## src/rtl/arbiter_pkg.sv

```systemverilog
// Shared types and defaults for the round-robin hold arbiter.
package arbiter_pkg;

    typedef enum logic [0:0] {
        ARB_IDLE = 1'b0,
        ARB_BUSY = 1'b1
    } arb_state_t;

    localparam int unsigned ARB_MAX_HOLD_DEFAULT = 16;

endpackage

```

## src/rtl/rr_priority_pick.sv

```systemverilog
// Combinational round-robin pick: rotate the request vector so the slot after
// the last owner sits at bit 0, find the first set bit, then map it back.
module rr_priority_pick #(
    parameter int unsigned N_REQ = 3,
    parameter int unsigned ID_W  = $clog2(N_REQ)
) (
    input  logic [N_REQ-1:0] req_i,
    input  logic [ID_W-1:0]  last_i,
    output logic             valid_o,
    output logic [ID_W-1:0]  pick_o
);

    logic [N_REQ-1:0] rot_s;
    logic [ID_W:0]    base_s;
    logic [ID_W:0]    off_s;
    logic [ID_W+1:0]  sum_s;

    // Rotate, find-first, un-rotate; base can equal N_REQ so the doubled vector covers it.
    always_comb begin
        base_s = {1'b0, last_i} + {{ID_W{1'b0}}, 1'b1};
        rot_s  = N_REQ'({req_i, req_i} >> base_s);
        off_s  = {(ID_W+1){1'b0}};
        for (int i = N_REQ - 1; i >= 0; i--) begin
            if (rot_s[i]) begin
                off_s = (ID_W+1)'(i);
            end else begin
                off_s = off_s;
            end
        end
        sum_s = {1'b0, base_s} + {1'b0, off_s};
        if (sum_s >= (ID_W+2)'(N_REQ)) begin
            pick_o = ID_W'(sum_s - (ID_W+2)'(N_REQ));
        end else begin
            pick_o = ID_W'(sum_s);
        end
        valid_o = |req_i;
    end

endmodule

```

## src/rtl/arbiter_rr_hold.sv

```systemverilog
// Round-robin arbiter with request/grant hold and a turnaround cycle between owners.
// Optional grant revocation after MAX_HOLD cycles is enabled by defining ARB_TIMEOUT_EN.
module arbiter_rr_hold
    import arbiter_pkg::*;
#(
    parameter int unsigned N_REQ    = 3,
    parameter int unsigned MAX_HOLD = ARB_MAX_HOLD_DEFAULT,
    parameter int unsigned ID_W     = $clog2(N_REQ)
) (
    input  logic             clk,
    input  logic             rst,
    input  logic [N_REQ-1:0] req,
    output logic [N_REQ-1:0] gnt,
    output logic [ID_W-1:0]  gnt_id,
    output logic             busy,
    output logic             timeout
);

    arb_state_t       state_q,  state_d;
    logic [ID_W-1:0]  last_q,   last_d;
    logic [N_REQ-1:0] gnt_q,    gnt_d;
    logic [ID_W-1:0]  gnt_id_q, gnt_id_d;
    logic             busy_q,   busy_d;
    logic             pick_valid_s;
    logic [ID_W-1:0]  pick_s;
    logic             owner_req_s;

`ifdef ARB_TIMEOUT_EN
    localparam int unsigned CNT_W = $clog2(MAX_HOLD);
    logic [CNT_W-1:0] hold_cnt_q, hold_cnt_d;
    logic             timeout_q,  timeout_d;
`endif

    rr_priority_pick #(
        .N_REQ (N_REQ),
        .ID_W  (ID_W)
    ) u_pick (
        .req_i   (req),
        .last_i  (last_q),
        .valid_o (pick_valid_s),
        .pick_o  (pick_s)
    );

    assign owner_req_s = |(req & gnt_q);

    // Next-state logic: grant from IDLE, hold or release (or revoke) from BUSY.
    always_comb begin
        state_d  = state_q;
        last_d   = last_q;
        gnt_d    = gnt_q;
        gnt_id_d = gnt_id_q;
        busy_d   = busy_q;
`ifdef ARB_TIMEOUT_EN
        hold_cnt_d = hold_cnt_q;
        timeout_d  = 1'b0;
`endif
        case (state_q)
            ARB_IDLE: begin
                if (pick_valid_s) begin
                    state_d  = ARB_BUSY;
                    last_d   = pick_s;
                    gnt_d    = {{(N_REQ-1){1'b0}}, 1'b1} << pick_s;
                    gnt_id_d = pick_s;
                    busy_d   = 1'b1;
`ifdef ARB_TIMEOUT_EN
                    hold_cnt_d = {CNT_W{1'b0}};
`endif
                end else begin
                    gnt_d    = {N_REQ{1'b0}};
                    gnt_id_d = {ID_W{1'b0}};
                    busy_d   = 1'b0;
                end
            end
            ARB_BUSY: begin
                if (!owner_req_s) begin
                    state_d  = ARB_IDLE;
                    gnt_d    = {N_REQ{1'b0}};
                    gnt_id_d = {ID_W{1'b0}};
                    busy_d   = 1'b0;
`ifdef ARB_TIMEOUT_EN
                end else if (hold_cnt_q == CNT_W'(MAX_HOLD - 1)) begin
                    state_d   = ARB_IDLE;
                    gnt_d     = {N_REQ{1'b0}};
                    gnt_id_d  = {ID_W{1'b0}};
                    busy_d    = 1'b0;
                    timeout_d = 1'b1;
                end else begin
                    hold_cnt_d = hold_cnt_q + {{(CNT_W-1){1'b0}}, 1'b1};
                end
`else
                end else begin
                    gnt_d = gnt_q;
                end
`endif
            end
            default: begin
                state_d  = ARB_IDLE;
                gnt_d    = {N_REQ{1'b0}};
                gnt_id_d = {ID_W{1'b0}};
                busy_d   = 1'b0;
            end
        endcase
    end

    // State and output registers; the reset pointer makes requester 0 win first.
    always_ff @(posedge clk or negedge rst) begin
        if (!rst) begin
            state_q  <= ARB_IDLE;
            last_q   <= ID_W'(N_REQ - 1);
            gnt_q    <= {N_REQ{1'b0}};
            gnt_id_q <= {ID_W{1'b0}};
            busy_q   <= 1'b0;
`ifdef ARB_TIMEOUT_EN
            hold_cnt_q <= {CNT_W{1'b0}};
            timeout_q  <= 1'b0;
`endif
        end else begin
            state_q  <= state_d;
            last_q   <= last_d;
            gnt_q    <= gnt_d;
            gnt_id_q <= gnt_id_d;
            busy_q   <= busy_d;
`ifdef ARB_TIMEOUT_EN
            hold_cnt_q <= hold_cnt_d;
            timeout_q  <= timeout_d;
`endif
        end
    end

    assign gnt    = gnt_q;
    assign gnt_id = gnt_id_q;
    assign busy   = busy_q;
`ifdef ARB_TIMEOUT_EN
    assign timeout = timeout_q;
`else
    assign timeout = 1'b0;
`endif

endmodule

```

## config.mk

```make
export PLATFORM = sky130hd
export DESIGN_NAME = arbiter_rr_hold
export DESIGN_NICKNAME = d
export VERILOG_FILES = /design/src/rtl/arbiter_pkg.sv /design/src/rtl/rr_priority_pick.sv /design/src/rtl/arbiter_rr_hold.sv
export SDC_FILE = /design/constraint.sdc
export NUM_CORES = 1
export LEC_CHECK = 0
export CAP_MARGIN = 20
export CORE_AREA = 2 2 39 41
export CTS_CLUSTER_DIAMETER = 30
export DETAILED_ROUTE_END_ITERATION = 12
export DIE_AREA = 0 0 41 43
export PLACE_DENSITY_LB_ADDON = 0.05
export SLEW_MARGIN = 20
export SYNTH_ARGS = -nofsm -noshare
export SYNTH_HDL_FRONTEND = slang
export SYNTH_SLANG_ARGS = --single-unit
```

## constraint.sdc

```tcl
create_clock -name clk -period 3.15 [get_ports clk]
set_input_delay 0.315 -clock clk [delete_from_list [all_inputs] [get_ports clk]]
set_output_delay 0.315 -clock clk [all_outputs]
set_load 0.02 [all_outputs]
```

==> results_dict.tcl <==
set metrics [dict create \
    ys_warn_count 0 \
    fin_crit_ns 2.84 \
    drc_errors 0 \
    power_frac_seq 0.229 \
    ir_worst_vdd_mv 0.515 \
    die_area_um2 1760 \
    grt_pass1_vias 458 \
    root_buffer "clkbuf_4" \
    maxCapViolCount 0 \
    crit_path_end "last_q[0]" \
    post-cts-setup-buffers 0 \
    area.growth.synth_to_final_pct 27.3 \
    clock.fmax_mhz 352 \
    portBuffers 10 \
    status "complete, no violations" \
    r2r_slack_ns 0.37 \
    clock_latency_ns 0.24 \
    cp_num_buf_inv 2 \
    die_height_um 43 \
    ys_ff_latch 9 \
    skew_ns 0.00212 \
    drv_slew 0 \
    reg2reg_to "last_q[0]" \
    clkTransAtPathRegs_ns 0.06 \
    layout-drive-gt1-share 0.145 \
    post_cts_resized 0 \
    hold_violations 0 \
    placed_area_um2 691 \
    drtIter0Drc 7 \
    final_cell_mix "clkdlybuf4s50_1, dfrtp_1, inv_1" \
    core.rowCount 14 \
    final_common_cell "clkdlybuf4s50_1" \
    hp-class "in2async" \
    syn_area_um2 563 \
    worstPathArrival_ns 2.97 \
    cts_buffer_depth 2 \
    routed_wl_mm 1.10 \
    p_leak_uw 0.000306 \
    grt_max_degree 10 \
    critical-path-max-stage-delay_ns 0.58 \
    critical_path_class "in2reg" \
    drt_pre_antenna_iters 4 \
    routed_via_density 5.42 \
    power_switching_uw 409 \
    finalNetCount 78 \
    critPathMaxFanout 5 \
    wl_per_cell_um 13.0 \
    die_w_um 41 \
    path_delay_family "adder cells" \
    powerDensity_nw_per_um2 1300 \
    setup_tns_ns 0 \
    p_comb_frac 0.684 \
    syn-num-nets 62 \
    cp-start-kind "input pin" \
    core_um2 1380 \
    regToRegStartpoint "last_q[0]" \
    hold_buffers 0 \
    track_usage 0.159 \
    p_int_uw 525 \
    grt_pass1_wl_mm 1.97 \
    p_clk_frac 0.087 \
    clock-sinks 9 \
    synth_cells 54 \
    switching_share 0.438 \
    rsz0062_at_grt "no" \
    cts-htree-levels 1 \
    grt-ovfl-total 0 \
    worst_path_max_delay_cell "fa_1" \
    cp-startpoint "req[1]" \
    gp_congestion 0.751 \
    cp.depth 10 \
    antenna_cells 0 \
    syn_area_per_cell_um2 10.4 \
    yosysUniqueCellTypes 33 \
    stdcell_count 85 \
    start_util 0.407 \
    path_cells "clkdlybuf4s50_1 > or3b_1 > a211oi_1 > a21oi_1 > fa_1 > inv_1 > ha_1 > nor2b_1 > xnor2_1 > mux2_2" \
    antenna_left 0 \
    cp-end-kind "flip-flop" \
    cts_buffers 3 \
    place_inst 81 \
    dpl.hpwl_um 885 \
    r2r_cells 9 \
    finalSetupViolCount 0 \
    antenna_found_initial 0 \
    io_pins 12 \
    via_count 461 \
    yosysSeqAreaShare 0.402 \
    fin_area_um2 717 \
    cts_tree "done" \
    required_ns 3.28 \
    fin_crit_sh 0.901 \
]
## final cells by class
class	instances	area, um2
repair buffers	12	115
fillers	131	667
well taps	16	20.0
clock buffers	4	26.3
flip-flops and latches	9	226
inverters	5	18.8
multi-input cells	39	310
## per-stage QoR
stage	utilization	hold slack (ns)	power, uW	setup WS [ns]
finish	0.518	0.361	934	0.312
global route	0.518	0.383	1040	0.0718
CTS	0.518	0.364	949	0.301
detailed placement	0.499	0.477	861	0.0694
global placement	0.499	0.475	859	0.0761
floorplan	-	0.0194	696	0.600
## power groups by stage
stage / Sequential (uW) / Clock (uW) / Combinational [uW]
after floorplan: 240 / 0 / 456
after global placement: 217 / 0 / 643
after detailed placement: 217 / 0 / 644
after CTS: 215 / 84.8 / 649
after global routing: 223 / 90.3 / 731
final: 214 / 81.4 / 639
## routing by layer
| layer | vias to the layer above | global-route usage | wire, um |
|---|---|---|---|
| li1 | 232 | - | - |
| met1 | 222 | 0.231 | 565 |
| met2 | 7 | 0.247 | 510 |
| met3 | 0 | 0.0314 | 29 |
| met4 | 0 | 0.0200 | 0 |
| met5 | - | 0 | 0 |
## sequential cells by signal, summed over array words and instances (netlist names)
name	cells
gnt	3
gnt_id	2
last_q	2
busy	1
state_q	1
## worst min-delay path by stage
stage	from	end	slack (ns)	depth (start not counted)
after floorplan	rst	busy	0.02	0
after global placement	busy	busy	0.47	1
after detailed placement	busy	busy	0.48	1
after CTS	rst	busy	0.36	1
after global routing	rst	busy	0.38	1
final	rst	busy	0.36	1
## worst reg2reg max path, delay by kind of cell (launching register included)
kind,cells,cell delay [ns]
simple gates,2,0.60
buf+inv,1,0.08
compound gates,2,0.35
mux,1,0.27
flops,1,0.45
fa+ha+maj,2,0.80
xor+xnor,1,0.13
## cell families after synthesis
group	count (synthesis)	share of synthesized area
AOI/OAI and AO/OA	15	0.202
xor gates and xnor gates	2	0.0311
adders and majority gates	3	0.0800
buffers and inverters	6	0.0467
DFF	9	0.402
muxes	2	0.0378
other	1	0.00666
and+or+nand+nor	16	0.193
## synth_stat cells, drive strengths merged
cell,instances,area share
dfrtp,8,0.36
inv,5,0.033
nor3,3,0.027
o2bb2ai,3,0.047
a22o,2,0.031
a31oi,2,0.022
ha,2,0.044
nor2b,2,0.027
nor4bb,2,0.036
o21ai,2,0.018
or2,2,0.022
xnor2,2,0.031
a211oi,1,0.013
a21o,1,0.016
a21oi,1,0.0089
a221oi,1,0.016
a222oi,1,0.018
and2b,1,0.013
buf,1,0.013
conb,1,0.0067
dfstp,1,0.047
fa,1,0.036
mux2,1,0.020
mux2i,1,0.018
nand2,1,0.0067
nand2b,1,0.011
nand3b,1,0.013
nand4b,1,0.016
nor2,1,0.0067
o31ai,1,0.013
or3b,1,0.016
(Power assumes the default switching activity.)
